<file path="config.mk">
export PLATFORM = sky130hd
export DESIGN_NAME = blob_pixel_feeder
export DESIGN_NICKNAME = d
export VERILOG_FILES = /design/src/rtl/blob_pkg.sv /design/src/rtl/blob_luma_threshold.sv /design/src/rtl/blob_pixel_feeder.sv
export SDC_FILE = /design/constraint.sdc
export NUM_CORES = 1
export LEC_CHECK = 0
export BUFFER_PORTS_ARGS = -buffer_cell sky130_fd_sc_hd__buf_4
export CAP_MARGIN = 30
export CORE_MARGIN = 2
export CORE_UTILIZATION = 52
export CTS_CLUSTER_SIZE = 40
export DETAILED_ROUTE_END_ITERATION = 16
export MAX_ROUTING_LAYER = met4
export PLACE_DENSITY = 0.8
export SYNTH_ARGS = -nofsm -noshare
export SYNTH_HDL_FRONTEND = slang
export SYNTH_SLANG_ARGS = --single-unit
</file>
<file path="constraint.sdc">
create_clock -name i_clk -period 2.55 [get_ports i_clk]
set_input_delay 0.255 -clock i_clk [delete_from_list [all_inputs] [get_ports i_clk]]
set_output_delay 0.255 -clock i_clk [all_outputs]
set_load 0.03 [all_outputs]
</file>
<file path="src/rtl/blob_pkg.sv">
// Shared definitions for the blob-counting pixel path: frame geometry
// defaults, the feeder state type and the RGB-to-luma reduction.
package blob_pkg;

  localparam int DEF_IMG_COL = 800;
  localparam int DEF_IMG_ROW = 600;
  localparam int DEF_PIX_W   = 10;

  typedef enum logic [2:0] {
    IDLE      = 3'd0,
    PRIME     = 3'd1,
    STREAM    = 3'd2,
    WAIT_DONE = 3'd3,
    RELEASE   = 3'd4
  } feeder_state_e;

  // Y = (R + 2G + B) >> 2. Operands arrive zero-extended to 32 bits, so
  // the sum cannot overflow for any practical channel width.
  function automatic logic [31:0] luma(input logic [31:0] r,
                                       input logic [31:0] g,
                                       input logic [31:0] b);
    logic [31:0] sum;
    sum = r + (g << 1) + b;
    return sum >> 2;
  endfunction

endpackage

</file>
<file path="src/rtl/blob_luma_threshold.sv">
// Combinational reduction of one {R,G,B} pixel to a foreground flag.
module blob_luma_threshold
  import blob_pkg::*;
#(
  parameter int PIX_W  = DEF_PIX_W,
  parameter int THRESH = 512,
  parameter bit INVERT = 1'b0
) (
  input  logic [3*PIX_W-1:0] rgb_i,
  output logic               fg_o
);

  localparam logic [PIX_W-1:0] THRESH_V = PIX_W'(THRESH);

  logic [PIX_W-1:0] r;
  logic [PIX_W-1:0] g;
  logic [PIX_W-1:0] b;
  logic [PIX_W-1:0] y;

  assign {r, g, b} = rgb_i;

  // The average of four channel-width terms always fits back into PIX_W.
  assign y    = PIX_W'(luma(32'(r), 32'(g), 32'(b)));
  assign fg_o = (y >= THRESH_V) ^ INVERT;

endmodule

</file>
<file path="src/rtl/blob_pixel_feeder.sv">
// Streams one RGB frame from the SDRAM read FIFO to the blob counter as a
// 1-bit foreground sequence, then latches the counter's result.
module blob_pixel_feeder
  import blob_pkg::*;
#(
  parameter int IMG_COL = DEF_IMG_COL,
  parameter int IMG_ROW = DEF_IMG_ROW,
  parameter int PIX_W   = DEF_PIX_W,
  parameter int THRESH  = 512,
  parameter bit INVERT  = 1'b0
) (
  input  logic               i_clk,
  input  logic               i_rst,
  input  logic               i_start,
  input  logic [3*PIX_W-1:0] i_rd_data,
  input  logic               i_rd_empty,
  output logic               o_rd_req,
  output logic               o_blob_valid,
  output logic               o_blob_seq,
  input  logic               i_blob_request,
  input  logic               i_blob_done,
  input  logic [7:0]         i_blob_count,
  output logic [7:0]         o_count,
  output logic               o_count_valid,
  output logic               o_busy,
  output logic               o_underrun
);

  localparam int              NPIX     = IMG_COL * IMG_ROW;
  localparam int              CW       = $clog2(NPIX + 1);
  localparam logic [CW-1:0]   LAST_IDX = CW'(NPIX - 1);

  feeder_state_e state_q, state_d;
  logic [CW-1:0] pix_cnt_q, pix_cnt_d;
  logic          valid_q, valid_d;
  logic          seq_q, seq_d;
  logic [7:0]    count_q, count_d;
  logic          count_valid_q, count_valid_d;
  logic          underrun_q, underrun_d;
  logic          fg;
  logic          rd_req;

  blob_luma_threshold #(
    .PIX_W  (PIX_W),
    .THRESH (THRESH),
    .INVERT (INVERT)
  ) u_luma (
    .rgb_i (i_rd_data),
    .fg_o  (fg)
  );

  // Next-state logic: frame sequencing, pixel accounting and FIFO pops.
  always_comb begin
    state_d       = state_q;
    pix_cnt_d     = pix_cnt_q;
    valid_d       = valid_q;
    seq_d         = 1'b0;
    count_d       = count_q;
    count_valid_d = count_valid_q;
    underrun_d    = underrun_q;
    rd_req        = 1'b0;

    case (state_q)
      IDLE: begin
        if (i_start) begin
          pix_cnt_d     = '0;
          underrun_d    = 1'b0;
          count_valid_d = 1'b0;
          state_d       = PRIME;
        end
      end

      PRIME: begin
        if (!i_rd_empty) begin
          valid_d = 1'b1;
          state_d = STREAM;
        end
      end

      STREAM: begin
        if (i_blob_request) begin
          // A starved request still advances the index so the counter's
          // notion of raster position never drifts from ours.
          if (i_rd_empty) begin
            underrun_d = 1'b1;
          end else begin
            rd_req = 1'b1;
            seq_d  = fg;
          end
          pix_cnt_d = pix_cnt_q + 1'b1;
          if (pix_cnt_q == LAST_IDX) begin
            state_d = WAIT_DONE;
          end
        end
      end

      WAIT_DONE: begin
        if (i_blob_done) begin
          count_d       = i_blob_count;
          count_valid_d = 1'b1;
          valid_d       = 1'b0;
          state_d       = RELEASE;
        end
      end

      RELEASE: begin
        if (!i_blob_done) begin
          state_d = IDLE;
        end
      end

      default: state_d = IDLE;
    endcase
  end

  // State and output registers; reset aborts a frame without draining.
  always_ff @(posedge i_clk or posedge i_rst) begin
    if (i_rst) begin
      state_q       <= IDLE;
      pix_cnt_q     <= '0;
      valid_q       <= 1'b0;
      seq_q         <= 1'b0;
      count_q       <= '0;
      count_valid_q <= 1'b0;
      underrun_q    <= 1'b0;
    end else begin
      state_q       <= state_d;
      pix_cnt_q     <= pix_cnt_d;
      valid_q       <= valid_d;
      seq_q         <= seq_d;
      count_q       <= count_d;
      count_valid_q <= count_valid_d;
      underrun_q    <= underrun_d;
    end
  end

  assign o_rd_req      = rd_req;
  assign o_blob_valid  = valid_q;
  assign o_blob_seq    = seq_q;
  assign o_count       = count_q;
  assign o_count_valid = count_valid_q;
  assign o_busy        = (state_q != IDLE);
  assign o_underrun    = underrun_q;

endmodule

</file>
# Word level (Yosys, flattened, before mapping)
# Cells that the tools add are included.
# Widths: inputs -> output; s select.
[word_totals]
ff_bits = 34
inputBits = 44
output_inout_bits = 14
elab_cells = 59
[op_classes]
add_sub_neg = 3
magnitude_cmp = 1
n_eq_ne = 12
mux = 25
reduce_logical = 11
[ops]
columns = ["cell", "count"]
rows = [
  ["$mux 19", 2],
  ["$pmux 19 s2", 1],
  ["$add 19x1->19 const B", 1],
  ["$eq 19x19->1 const B", 1],
  ["$mux 3", 6],
  ["$pmux 3 s5", 1],
  ["$ne 2x2->1 const B", 7],
  ["$add 10x11->12", 1],
  ["$add 12x10->12", 1],
  ["$mux 1", 12],
  ["$ge 10x10->1 const B", 1],
  ["$reduce_and 3->1", 3],
  ["$eq 3x2->1 const B", 2],
  ["$pmux 1 s2", 3],
  ["$reduce_and 6->1", 1],
  ["$reduce_bool 2->1", 3],
  ["$reduce_and 4->1", 1],
  ["$eq 3x1->1 const B", 1],
  ["$eq 3x3->1 const B", 1],
  ["$logic_not 3->1", 1],
  ["$reduce_bool 3->1", 1],
  ["$reduce_and 2->1", 1],
]

# Longest topological paths before layout
[depth]
depth_word = 6
mapped_depth = 8
mapped_depth_nobuf = 8

# By module
# Synthesis repeated with hierarchy kept, for this count alone.
[hier_totals]
hier_cells = 205
hier_area_um2 = 2062.0
[modules_own_cells]
columns = ["module", "instances", "cells_per_inst", "area_per_inst_um2", "seq_area_each_um2"]
rows = [
  ["blob_pixel_feeder", 1, 172, 1675.4, 850.8],
  ["blob_luma_threshold", 1, 33, 386.6, 0.0],
]

# Worst setup path after synthesis
# No wires, ideal clock.
[synth_timing]
path_type = "reg2reg"
from = "register state_q[2]"
to = "register pix_cnt_q[18]"
setup_ns = 0.077
t_arrival_ns = 2.051
required_ns = 2.473
setup_slack_ns = 0.422
stages_incl_launch_ff = 8
path_buffers = 3
period_less_slack_ns = 2.128
path_cell_list = "dfrtp_1 buf_6 or2_0 clkbuf_2 or4_1 buf_2 or4_1 a21oi_1"
[synth_between]
elab_chain_cells = 3
word_cells_on_any_way = 7
cone_classes = "3 x eq/ne; 1 x mux; 3 x reduce/logical"
[synth_lines]
columns = ["item", "line_no", "text"]
rows = [
  ["start: declaration", "blob_pixel_feeder.sv:33", "feeder_state_e state_q, state_d;"],
  ["start signal: assignment", "blob_pixel_feeder.sv:127", "state_q <= state_d;"],
  ["$eq 3x2->1 or $logic_not 3->1 (tied branches)", "blob_pixel_feeder.sv:63", "case (state_q)"],
  ["$ne 2x2->1 (no line) or $reduce_bool 2->1 (tied branches)", "-", ""],
  ["$reduce_and 3->1 (no line)", "-", ""],
  ["end signal: assignment", "blob_pixel_feeder.sv:128", "pix_cnt_q <= pix_cnt_d;"],
  ["end: declaration", "blob_pixel_feeder.sv:34", "logic [CW-1:0] pix_cnt_q, pix_cnt_d;"],
]
# Parallel ways exist; a longest one is shown, timed or not.
# A chain may end at the register's enable or synchronous reset.

# Worst setup path in the final report
[layout_timing]
from = "register state_q[0]"
to = "register pix_cnt_q[18]"
# Same word-level chain as after synthesis.

==> results.md <==
* Status: completed
* Die span in y at 67.18 um
* Share of layout cells above drive strength 1 at 0.3271
* Peak supply drop at 0.7067 mV
* Register area at 850.8 sq um
* Final instance area at 0.002660 sq mm
* Mapped Area at 0.002076 sq mm
* H-tree levels at 2
* DRT Pass-1 Iters at 4
* Syn_area_per_cell at 10.28 sq um
* Top Ports at 58
* Vias in the first global route at 1822
* Cell Rows at 22
* Critical Setup Path Class: reg -> reg
* Startpoint Class: register
* Min Tclk post-route at 2.269 ns
* Async SR Flop Fraction at 1.000
* Post-Synthesis Cells at 202
* Diode count at 0
* Clock buffer depth at 2
* Worst-path clk slew at 0.07 ns
* CTS Buf Count at 5
* CTS resizes at 0
* Max Cap Violations at 0
* Fin. Hold Viols at 0
* Total number of vias at 1734
* DRC Markers at 0
* Hold buffer count at cts at 0
* Hold crit path type: in -> async
* Clk_skew at 0.006678 ns
* First-pass GRT wire length at 7748 um
* Setup bufs post-CTS at 0
* Total length of routed wires at 4377 um
* Core Area at 0.003744 sq mm
* Routed wire per std cell at 13.94 um
* Global route overflow at 0
* Synthesized Nets at 265
* Post-Route Setup TNS at 0 ns
* Flops & latches, synth at 34
* Initial core utilization at 0.5545
* Initial antenna violation count at 0
* Dpl cells at 306
* EDFF count, synth at 0
* CP endpoint kind: register
* RSZ-0062 raised after global routing: false
* Distinct cells, synth at 46
* Area of the multi-input gates at 0.001147 sq mm
* Die area at 0.004513 sq mm
* Sink Count at 34
* WP data required at 2.77 ns
* GRT Total Usage at 0.2403
* Pin count of the biggest net entering global routing at 35
* Period utilization at 0.8897
* Area growth syn-to-layout at 28.15%
* CP Max Fanout at 12
* Fin. max-slew vios at 0
* Slew HR at 0.6473
* PwrDens at 799.2 mW/mm^2
* Lkg Pwr at 1.244 nW
* Fillcell total at 302
* Drt first-iter violations at 84
* Final setup fails at 0
* Worst-margin pin slew at 0.5143 ns
* Non-filler cells, final at 314
* TritonCTS clock tree: yes
* Clk Latency, worst-skew pair at 0.29 ns
* Root Driver: clkbuf_8
* Fmax at 440.8 MHz
* Via/cell ratio at 5.522
* Area after DPL at 0.002565 sq mm
* Nets at 328
* PortBufs at 57
* CP Data Arrival Time at 2.49 ns
* Antenna-violating nets left at 0
* Post-synth top flop: dfrtp_1
* YS warnings at 0
* Final Total Pwr at 0.002126 W
* Seq/Total Area, Yosys at 0.4099
* GPL Wtd Cong at 0.8635
* Hpwl dp at 3304 um
* Die X at 67.18 um
-- Yosys cell counts (2+ instances only) --
master    count  area, sq um
o31ai_1       4        30.03
nand2_1      14        52.55
mux2i_1       4        40.04
a21o_1        2        15.01
nand4_1       6        37.54
xnor2_1       4        35.03
nor2_1       18        67.56
a21oi_1      16        80.08
mux2_2        8        90.09
ha_1          9        112.6
clkbuf_1      2        7.510
nand2b_1      4        25.02
or4_1         4        30.03
inv_1        11        41.29
dfrtp_1      34        850.8
or3_2         2        15.01
o21ai_0      10        50.05
or3_1         5        31.28
fa_1         10        200.2
nand3_1       7        35.03
nor4_1        3        18.77
-- layout by cell type (no fill, tap or decap), types with 5 or more instances in the layout --
cell / n
nand4_1: 6
nand3_1: 7
inv_1: 11
o21ai_0: 10
ha_1: 9
buf_4: 62
dfrtp_1: 34
mux2_2: 8
clkbuf_8: 6
fa_1: 10
nand2_1: 14
nor2_1: 18
a21oi_1: 16
or3_1: 5
-- routing by layer --
layer | GRT usage | wire, um | share of wire
met4 | 0.05867 | 25 | 0.0057
met5 | - | 0 | 0
met1 | 0.2683 | 1819 | 0.42
met2 | 0.4196 | 2287 | 0.52
met3 | 0.07500 | 244 | 0.056
-- state kept, by name, summed over array words and instances, names as in the netlist --
signal and count:
state_q 3, o_count_valid 1, o_underrun 1, o_count 8
o_blob_seq 1, pix_cnt_q 19, o_blob_valid 1
-- path summary, 6_finish.rpt --
kind	start	end	slack [ns]	cells past startpoint
worst min register to register	o_count[4]	o_count[4]	0.52	1
max in group asynchronous	i_rst	pix_cnt_q[12]	2.19	3
worst max-delay path	state_q[0]	pix_cnt_q[18]	0.28	4
worst min-delay path	i_rst	o_count[5]	0.05	3
worst max register to register	state_q[0]	pix_cnt_q[18]	0.28	4
min in group i_clk	i_blob_done	state_q[1]	0.18	2
-- final cells by class --
cell class / count / area share
Tap cell: 48 / 0.02258
Multi-Input combinational cell: 151 / 0.4313
Inverter: 11 / 0.01552
Clock inverter: 2 / 0.004704
Timing Repair Buffer: 62 / 0.1750
Sequential cell: 34 / 0.3198
Clock buffer: 6 / 0.03104
-- power breakdown --
group	switching, W	leakage (nW)	internal [W]
clock network	0.000199	0.0472	0.000217
registers	0.000109	0.445	0.000674
logic	0.000532	0.752	0.000396
-- cells by family (layout without fill, tap and decap cells) --
| kind of cell | Yosys count | after routing | synth area share |
|---|---|---|---|
| xor gates and xnor gates | 5 | 5 | 0.02110 |
| AOI/OAI and AO/OA | 39 | 39 | 0.1109 |
| adders and majority gates | 19 | 19 | 0.1507 |
| muxes | 12 | 12 | 0.06269 |
| and+or+nand+nor | 76 | 76 | 0.2074 |
| buffers and inverters | 17 | 81 | 0.03737 |
| DFF | 34 | 34 | 0.4099 |
-- through the flow --
stage / hold WS (ns) / util / setup slack (ns)
after CTS: 0.06549 / 0.7106 / 0.2752
after global routing: 0.09421 / 0.7106 / 0.1709
final: 0.05450 / 0.7106 / 0.2812
after detailed placement: 0.3829 / 0.6852 / 0.2905
after global placement: 0.3796 / 0.6852 / 0.3649
after floorplan: 0.3558 / - / 0.4220
-- worst max-delay path, stage by stage, from the launching register on --
cell	delay (ns)
dfrtp_1	0.50
or2_0	0.34
or4_1	0.70
or4_1	0.51
a21oi_1	0.15
Note: power is estimated with default switching activity, not from simulation.
